--- src/rtl/updi_phy_tx.sv ---
// UPDI UART transmit PHY: shifts 12-bit frames LSB-first, then holds the line idle for a guard time.
// Optional macro UPDI_TX_FRAME_CHK_EN rejects malformed frames on accept with an o_err pulse.
module updi_phy_tx #(
   parameter int CLK_DIV    = 16,
   parameter int GUARD_BITS = 2
) (
   input  logic        i_clk,
   input  logic        i_rst,
   input  logic [11:0] i_data,
   input  logic        i_valid,
   output logic        o_ready,
   output logic        o_tx,
   output logic        o_busy,
   output logic        o_done,
   output logic        o_err
);

   localparam logic [7:0] BAUD_LAST  = 8'(CLK_DIV - 1);
   localparam logic [7:0] BAUD_PRE   = 8'(CLK_DIV - 2);
   localparam logic [3:0] LAST_BIT   = 4'd11;
   localparam logic [3:0] GUARD_LAST = 4'(GUARD_BITS - 1);

   typedef enum logic [1:0] {
      IDLE  = 2'd0,
      SHIFT = 2'd1,
      GUARD = 2'd2
   } state_t;

   state_t      state_q, state_d;
   logic [7:0]  baud_q, baud_d;
   logic [3:0]  bit_q, bit_d;
   logic [11:0] shadow_q, shadow_d;
   logic        tx_q, tx_d;
   logic        done_q, done_d;
   logic        tail_q, tail_d;
   logic        rdy_en_q;
   logic        accept;
   logic        frame_ok;

   // Line order: start, data LSB..MSB, parity, stop[1], stop[0].
   function automatic logic [3:0] bit_index(input logic [3:0] pos);
      logic [3:0] idx;
      case (pos)
         4'd0:                                          idx = 4'd11;
         4'd1, 4'd2, 4'd3, 4'd4, 4'd5, 4'd6, 4'd7, 4'd8: idx = pos + 4'd2;
         4'd9:                                          idx = 4'd2;
         4'd10:                                         idx = 4'd1;
         default:                                       idx = 4'd0;
      endcase
      return idx;
   endfunction

   assign accept  = i_valid && o_ready;
   assign o_ready = rdy_en_q && (state_q == IDLE);
   assign o_busy  = (state_q == SHIFT) || (state_q == GUARD);
   assign o_tx    = tx_q;
   assign o_done  = done_q;

`ifdef UPDI_TX_FRAME_CHK_EN
   logic err_q, err_d;

   assign frame_ok = (i_data[11] == 1'b0) && (i_data[1:0] == 2'b11) && (i_data[2] == ^i_data[10:3]);

   always_comb begin
      err_d = accept && !frame_ok;
   end

   always_ff @(posedge i_clk or posedge i_rst) begin
      if (i_rst) err_q <= 1'b0;
      else       err_q <= err_d;
   end

   assign o_err = err_q;
`else
   assign frame_ok = 1'b1;
   assign o_err    = 1'b0;
`endif

   // The FSM leaves each state one cycle ahead of the registered line so o_ready
   // lines up with the end of the frame and back-to-back frames have no gap.
   always_comb begin
      state_d  = state_q;
      baud_d   = baud_q;
      bit_d    = bit_q;
      shadow_d = shadow_q;
      tx_d     = tx_q;
      done_d   = 1'b0;
      tail_d   = 1'b0;
      case (state_q)
         IDLE: begin
            tx_d   = 1'b1;
            done_d = tail_q;
            baud_d = 8'd0;
            bit_d  = 4'd0;
            if (accept && frame_ok) begin
               shadow_d = i_data;
               tx_d     = i_data[11];
               state_d  = SHIFT;
            end
         end
         SHIFT: begin
            if (baud_q == BAUD_LAST) begin
               baud_d = 8'd0;
               bit_d  = bit_q + 4'd1;
               tx_d   = shadow_q[bit_index(bit_q + 4'd1)];
            end else begin
               baud_d = baud_q + 8'd1;
            end
            if (bit_q == LAST_BIT) begin
               if (GUARD_BITS == 0 && baud_q == BAUD_PRE) begin
                  state_d = IDLE;
                  tail_d  = 1'b1;
                  baud_d  = 8'd0;
                  bit_d   = 4'd0;
               end else if (GUARD_BITS != 0 && baud_q == BAUD_LAST) begin
                  state_d = GUARD;
                  tx_d    = 1'b1;
                  done_d  = 1'b1;
                  baud_d  = 8'd0;
                  bit_d   = 4'd0;
               end
            end
         end
         GUARD: begin
            tx_d = 1'b1;
            if (baud_q == BAUD_LAST) begin
               baud_d = 8'd0;
               bit_d  = bit_q + 4'd1;
            end else begin
               baud_d = baud_q + 8'd1;
            end
            if (bit_q == GUARD_LAST && baud_q == BAUD_PRE) begin
               state_d = IDLE;
               baud_d  = 8'd0;
               bit_d   = 4'd0;
            end
         end
         default: begin
            state_d = IDLE;
         end
      endcase
   end

   always_ff @(posedge i_clk or posedge i_rst) begin
      if (i_rst) begin
         state_q  <= IDLE;
         baud_q   <= 8'd0;
         bit_q    <= 4'd0;
         shadow_q <= 12'hFFF;
         tx_q     <= 1'b1;
         done_q   <= 1'b0;
         tail_q   <= 1'b0;
         rdy_en_q <= 1'b0;
      end else begin
         state_q  <= state_d;
         baud_q   <= baud_d;
         bit_q    <= bit_d;
         shadow_q <= shadow_d;
         tx_q     <= tx_d;
         done_q   <= done_d;
         tail_q   <= tail_d;
         rdy_en_q <= 1'b1;
      end
   end

endmodule

--- config.mk ---
export PLATFORM = sky130hd
export DESIGN_NAME = updi_phy_tx
export DESIGN_NICKNAME = d
export VERILOG_FILES = /design/src/rtl/updi_phy_tx.sv
export SDC_FILE = /design/constraint.sdc
export NUM_CORES = 1
export LEC_CHECK = 0
export ABC_CLOCK_PERIOD_IN_PS = 3000
export CAP_MARGIN = 40
export CORE_ASPECT_RATIO = 1.4
export CORE_MARGIN = 2
export CORE_UTILIZATION = 45
export CTS_BUF_LIST = sky130_fd_sc_hd__clkbuf_16
export CTS_CLUSTER_DIAMETER = 60
export CTS_CLUSTER_SIZE = 20
export DETAILED_ROUTE_END_ITERATION = 12
export GPL_TIMING_DRIVEN = 0
export PLACE_DENSITY = 0.77
export SLEW_MARGIN = 20
export SYNTH_ARGS = -nofsm -noshare
export SYNTH_HDL_FRONTEND = slang
export SYNTH_SLANG_ARGS = --single-unit
--- constraint.sdc ---
create_clock -name i_clk -period 3 [get_ports i_clk]
set_input_delay 0.75 -clock i_clk [delete_from_list [all_inputs] [get_ports i_clk]]
set_output_delay 0.75 -clock i_clk [all_outputs]
set_load 0.05 [all_outputs]
==> impl_results.md, run 1 <==
* Post-synth EDFFs at 0
* Port bufs at 18
* Net Sw Frac at 19.4%
* H-tree levels at 2
* # IOs at 20
* Synth async-reset ratio at 100%
* Initial DRC count at 51
* Total grt overflow at 0
* Cts hold-fix bufs at 0
* Post-cts sizing count at 0
* Grt peak-use layer: met2
* Min cycle time layout at 2.78 ns
* Clock buffer count from CTS at 5
* Worst Max-Slew Pin Slew at 0.582 ns
* Max cap viols at 0
* Grt met2 use at between 30% and 40%
* Fin. max-slew vios at 0
* Pin count of the biggest net entering global routing at 19
* Crit-path max FO at 9
* Vias per inst at 5.46
* Critical path class: flip-flop to flip-flop
* Initial DRT Pass Iterations at 5
* Comb pwr share at 3.9%
* Final Core Density at 56.5%
* Min-Delay Path Class: flip-flop to flip-flop
* Clock latency on the worst-skew pair at 0.27 ns
* Worst EP required at 3.21 ns
* Setup WS post-layout at 0.217 ns
* Reg power frac at 44.6%
* WL per Instance at 14.6 µm
* Area Growth Syn to Fin at 21.2%
* Share of layout cells above drive strength 1 at roughly 18%
* VDD IR max at 0.530 mV
* Core area at 4240 µm²
* Routability cong. at 0.830
* Post-place setup slack at 0.219 ns
* Synth Warn # at 0
* Fillers at 354
* Fmax at 359 MHz
* Clock skew at between 0.002 and 0.003 ns
* Syn nets at 236
* Net switching power at 0.171 mW
* DRC errors left at 0
* Post-Route WL at 4320 µm
* Status: finished clean
* RSZ-0062 raised after global routing: false
* Pwr dens at 369 nW/µm²
* Setup TNS at 0 ns
* Std-Cell Rows at 28
* Met1 Use GR at a little under a quarter
* Post-CTS setup buffers at 0
* Vias at 1,615
* Commonest non-fill, non-tap cell in the layout: clkdlybuf4s50_1
* CP Launch Type: flip-flop
* CTS tree: done
* Height of the die at 82.4 µm
* WP data arrival at 2.99 ns
* Clock network power share at between 50% and 60%
* Internal power at around 0.71 mW
* Final Cell Area at 2390 µm²
* Post-Syn Area at 1970 µm²
* Worst-path clk slew at around 0.050 ns
* CTS Buffer Depth at 2
* Final Hold Fails at 0
* Leading register cell type out of synthesis: dfrtp_1
* DIE WIDTH at 60.0 µm
* Global-route wire length before repair at 7200 µm
* Commonest non-fill, non-tap cells in the layout: clkdlybuf4s50_1, o21ai_0, dfrtp_1, nand2_1, mux2_2
* Seq cells post-synth at 29
* Cell variety after synth at 54
* Initial Util at 46.6%
* Nets@finish at about 260
* Slew Limit Headroom at 61.2%
* Initial antenna violation count at 0
* Detailed Place HPWL at 3210 µm
* Leakage Power at 1.07 nW
* Critical Path End Type: flip-flop
* Vias in the first global route at between 1,500 and 2,000
* Cell count after synthesis at 209
* Setup violations, final at 0
* Total track usage at a little under a fifth
* Seq/Total Area, Yosys at 37.6%
* Avg Inst Size Synth at 9.45 µm²
* CTS root buf: clkbuf_16
* Final period utilization at 92.8%
* Antenna viol nets, final at 0
* Met3 Use GR at 2.34%
* Post-Place Cell Area at between 2000 and 2500 µm²
* Area of the die at between 4000 and 5000 µm²
* ANT cells at 0
* CTS sink count at 29
[routing by layer]
metal / up-vias / part of all wire, %
met5: - / 0
met4: 0 / 1.6
met3: 5 / 2.3
met2: 25 / 54
met1: 768 / 42
li1: 817 / -
[cells in the mapped netlist, drive strengths merged, types with 2 or more instances]
cell type	count	area, µm²
o21ai	19	95.1
dfrtp	16	400
mux2	14	158
nand2	14	52.6
dfstp	13	342
ha	12	150
nor2	12	45.0
inv	11	41.3
mux2i	8	80.1
buf	7	52.5
nand3	7	35.0
a21oi	6	30.0
o31ai	6	45.0
clkbuf	5	20.0
nor3	5	25.0
and3	4	25.0
nand2b	3	18.8
nand4	3	18.8
nor2b	3	18.8
o41ai	3	26.3
or3	3	18.8
a21o	2	15.0
and2	2	12.5
conb	2	7.51
nand3b	2	15.0
nor4	2	12.5
o22ai	2	18.8
o31a	2	17.5
[registers in the layout, summed over array words and instances (netlist names)]
register  flops
o_done        1
o_tx          1
shadow_q     12
rdy_en_q      1
state_q       2
baud_q        8
bit_q         4
[power by group through the flow]
stage,sequential (mW),combinational [mW],clock (mW)
6_report,0.394,0.0344,0.454
3_5_place_dp,0.399,0.0349,0
2_1_floorplan,0.399,0.00968,0
5_1_grt,0.393,0.0375,0.473
3_3_place_gp,0.399,0.0303,0
4_1_cts,0.394,0.0351,0.459
[worst paths after layout]
| check | start | depth (start not counted) | to | slack [ns] |
|---|---|---|---|---|
| min in group asynchronous | i_rst | 2 | bit_q[3]$_DFFE_PP0P_ | 0.85 |
| worst min-delay path | baud_q[7]$_DFFE_PP0P_ | 1 | baud_q[7]$_DFFE_PP0P_ | 0.51 |
| worst max register to register | bit_q[0]$_DFFE_PP0P_ | 10 | o_tx$_DFFE_PP1P_ | 0.22 |
| worst min register to register | baud_q[7]$_DFFE_PP0P_ | 1 | baud_q[7]$_DFFE_PP0P_ | 0.51 |
| worst max-delay path | bit_q[0]$_DFFE_PP0P_ | 10 | o_tx$_DFFE_PP1P_ | 0.22 |
| max in group asynchronous | i_rst | 3 | shadow_q[8]$_DFFE_PP1P_ | 1.59 |
[critical path, stage by stage, from the launching register on]
cell and delay [ns]:
dfrtp_1 0.43, buf_2 0.24, inv_1 0.08, ha_1 0.26, nor3_1 0.30, a211oi_1 0.13, a311o_1 0.35, o22ai_2 0.26
mux2_2 0.38, a22oi_1 0.14, o31a_1 0.16
[cell type report]
cell class | count | area (µm²) | area share [%]
Multi-Input combinational cell | 157 | 1120 | 46.7
Sequential cell | 29 | 742 | 31.0
Timing Repair Buffer | 19 | 208 | 8.68
Clock buffer | 5 | 125 | 5.23
Tap cell | 60 | 75.1 | 3.14
Buffer | 12 | 72.6 | 3.03
Inverter | 11 | 41.3 | 1.73
Clock inverter | 3 | 11.3 | 0.470
[stage by stage]
step	hold WS [ns]	std cells	total power, mW
floorplan	0.462	209	0.409
global placement	0.494	287	0.430
detailed placement	0.502	288	0.434
CTS	0.509	296	0.887
global route	0.545	296	0.904
finish	0.512	296	0.882
[logic make-up after synthesis]
logic type,synth area share (%)
AO/OA/AOI/OAI,18.1
XOR/XNOR,0.887
adder cells (fa/ha/maj),7.60
buffers and inverters,5.77
flip-flops,37.6
multiplexers,12.0
other,0.380
AND/OR/NAND/NOR,17.7
Power figures use the tool's default switching activity.
==> run 2: changes to the inputs <==
--- a/config.mk
+++ b/config.mk
@@ -10,7 +10,7 @@
 export CORE_ASPECT_RATIO = 1.4
 export CORE_MARGIN = 2
 export CORE_UTILIZATION = 45
-export CTS_BUF_LIST = sky130_fd_sc_hd__clkbuf_16
+export CTS_BUF_LIST = sky130_fd_sc_hd__clkbuf_4
 export CTS_CLUSTER_DIAMETER = 60
 export CTS_CLUSTER_SIZE = 20
 export DETAILED_ROUTE_END_ITERATION = 12
==> run 2 against run 1 <==
Effect of this change:
- routed wire length down 1.4%
- flip-flop and latch count did not move
- sequential power about the same
- sequential share of layout area grew 1.1 points
- first-iteration DRC count shrank 18%
- final cell count unchanged
- via count about the same
- design area is 3.3% lower
==> impl_results.md, run 2 (same netlist as run 1, synthesis figures left out) <==
* Status: finished clean
* Critical Path End Type: primary output
* DRC errors left at 0 (unchanged)
* CTS sink count at 29 (unchanged)
* RSZ-0062 raised after global routing: false
* Nets@finish at 262 (unchanged)
* Worst Max-Slew Pin Slew at 0.555 ns (-0.0266 ns)
* WP data arrival at 2.10 ns (-0.89 ns)
* CTS root buf: clkbuf_4
* Post-Route WL at 4260 µm (-1.4%)
* R2R depth at 10 (unchanged)
* Pwr dens at 287 nW/µm² (-22%)
* Area of the die at 4940 µm² (unchanged)
* Placed Instances at 288 (unchanged)
* Crit-path max FO at 8 (-1)
* Hold Crit Start: baud_q[7]$_DFFE_PP0P_
* Commonest non-fill, non-tap cell in the layout: clkdlybuf4s50_1
* CTS Buffer Depth at 2 (unchanged)
* Area Growth Syn to Fin at 17.2%
* Fin. max-slew vios at 0 (unchanged)
* Final Hold Fails at 0 (unchanged)
* Reg-to-reg endpoint: o_tx$_DFFE_PP1P_
* Max cap viols at 0 (unchanged)
* Cts hold-fix bufs at 0 (unchanged)
* Clock latency on the worst-skew pair at 0.32 ns (+0.05 ns)
* Initial DRC count at 42 (-18%)
* Top reg by flops: shadow_q
* R2r startpoint: bit_q[0]$_DFFE_PP0P_
* Flop2flop setup slack at 0.22 ns (about the same)
* Port bufs at 18 (unchanged)
* ANT cells at 0 (unchanged)
* DIE WIDTH at 60.0 µm (unchanged)
* # IOs at 20 (unchanged)
* Clock buffer count from CTS at 5 (unchanged)
* Std-Cell Rows at 28 (unchanged)
* Critical path class: flip-flop to primary output
* Core area at 4240 µm² (unchanged)
* Vias per inst at 5.46 (about the same)
* Antenna viol nets, final at 0 (unchanged)
* Commonest non-fill, non-tap cells in the layout: clkdlybuf4s50_1, o21ai_0, dfrtp_1, nand2_1, mux2_2
* H-tree levels at 2 (unchanged)
* VDD IR max at 0.316 mV (-40%)
* Total grt overflow at 0 (unchanged)
* Worst hold slack at 0.519 ns (+0.00726 ns)
* Fmax at 351 MHz (-2.2%)
* Vias at 1,616 (+0.062%)
* Total track usage at 19.0% (-0.13 points)
* Post-CTS setup buffers at 0 (unchanged)
* Worst Hold Depth at 1 (unchanged)
* Min cycle time layout at 2.85 ns (+0.0640 ns)
* Max reg flops at 12 (unchanged)
* Setup TNS at 0 ns (unchanged)
* Share of layout cells above drive strength 1 at 18.6% (+0.85 points)
* Clock skew at 0.00416 ns (+0.00158 ns)
* Initial Util at 46.6% (unchanged)
* Slew Limit Headroom at 63.0% (+1.8 points)
* Initial DRT Pass Iterations at 4 (-1)
* Min-Delay Path Class: flip-flop to flip-flop
* Final period utilization at 94.9% (+2.1 points)
* Hold EP: baud_q[7]$_DFFE_PP0P_
* Worst-path clk slew at 0.09 ns (+0.04 ns)
* CTS tree: done
* CP Launch Type: flip-flop
* Height of the die at 82.4 µm (unchanged)
* WL per Instance at 14.4 µm (-1.4%)
* Pin count of the biggest net entering global routing at 19 (unchanged)
* Vias in the first global route at 1,601 (+0.50%)
* Detailed Place HPWL at 3210 µm (unchanged)
* Leakage Power at 1.03 nW (-3.8%)
* Post-cts sizing count at 0 (unchanged)
* Routability cong. at 0.830 (unchanged)
* Initial antenna violation count at 0 (unchanged)
* Final cell count without fillers at 296 (unchanged)
* Global-route wire length before repair at 7110 µm (-1.3%)
* Final Power at 0.665 mW (-25%)
* Worst EP required at 2.25 ns (-0.96 ns)
* Top Registers: shadow_q: 12 flops, baud_q: 8 flops, bit_q: 4 flops
* Setup violations, final at 0 (unchanged)
run 2: cell types whose count changed in the layout (fill, tap and decap cells not counted):
cell | previous run | this run
clkbuf_16 | 5 | 0
clkbuf_4 | 0 | 7
inv_1 | 13 | 11
run 2: how the worst max path moves through the flow:
stage               depth (start not counted)                to                   start  slack, ns
global route                               10  o_tx$_DFFE_PP1P_    bit_q[0]$_DFFE_PP0P_       0.02
floorplan                                  10  o_tx$_DFFE_PP1P_    bit_q[0]$_DFFE_PP0P_       0.56
finish                                      3            o_busy  state_q[0]$_DFFE_PP0P_       0.15
detailed placement                         10  o_tx$_DFFE_PP1P_    bit_q[0]$_DFFE_PP0P_       0.22
CTS                                         3            o_busy  state_q[0]$_DFFE_PP0P_       0.16
global placement                           10  o_tx$_DFFE_PP1P_    bit_q[0]$_DFFE_PP0P_       0.24
run 2: final cells by class:
cell class              count  area (µm²)
inverters                  11        41.3
multi-input cells         157        1120
flip-flops and latches     29         742
fillers                   373        1930
well taps                  60        75.1
plain buffers              12        72.6
clock buffers               7        52.6
repair buffers             19         208
clock inverters             1        3.75
run 2: where the power goes:
group	total (mW)	internal (mW)	switching (mW)
clock network	0.238	0.108	0.130
registers	0.392	0.392	0.000151
logic	0.0343	0.0204	0.0138
total	0.665	0.521	0.144
run 2: per-stage QoR:
step	setup slack, ns	util, %	cell area, µm²
final	0.153	54.6	2310
after detailed placement	0.219	53.2	2260
after floorplan	0.561	-	1970
after global routing	0.0160	54.6	2310
after global placement	0.245	52.6	2230
after CTS	0.157	54.6	2310
run 2: worst max-delay path: stages, from the launching register on:
cell and delay [ns]:
dfrtp_1 0.41, inv_1 0.09, ha_1 0.42, clkdlybuf4s50_1 0.85
run 2: metal layers:
layer,vias up,GRT usage (%),routed length (µm)
met3,7,3.43,96
met2,28,32.8,2260
met5,-,0,0
met4,0,8.44,95
li1,808,-,-
met1,773,22.6,1810
==> run 3: changes to the inputs <==
--- a/config.mk
+++ b/config.mk
@@ -12,7 +12,6 @@
 export CORE_UTILIZATION = 45
 export CTS_BUF_LIST = sky130_fd_sc_hd__clkbuf_4
 export CTS_CLUSTER_DIAMETER = 60
-export CTS_CLUSTER_SIZE = 20
 export DETAILED_ROUTE_END_ITERATION = 12
 export GPL_TIMING_DRIVEN = 0
 export PLACE_DENSITY = 0.77
==> results of run 3 <==
The final DEF is identical to that of run 2; final timing and power are the same.
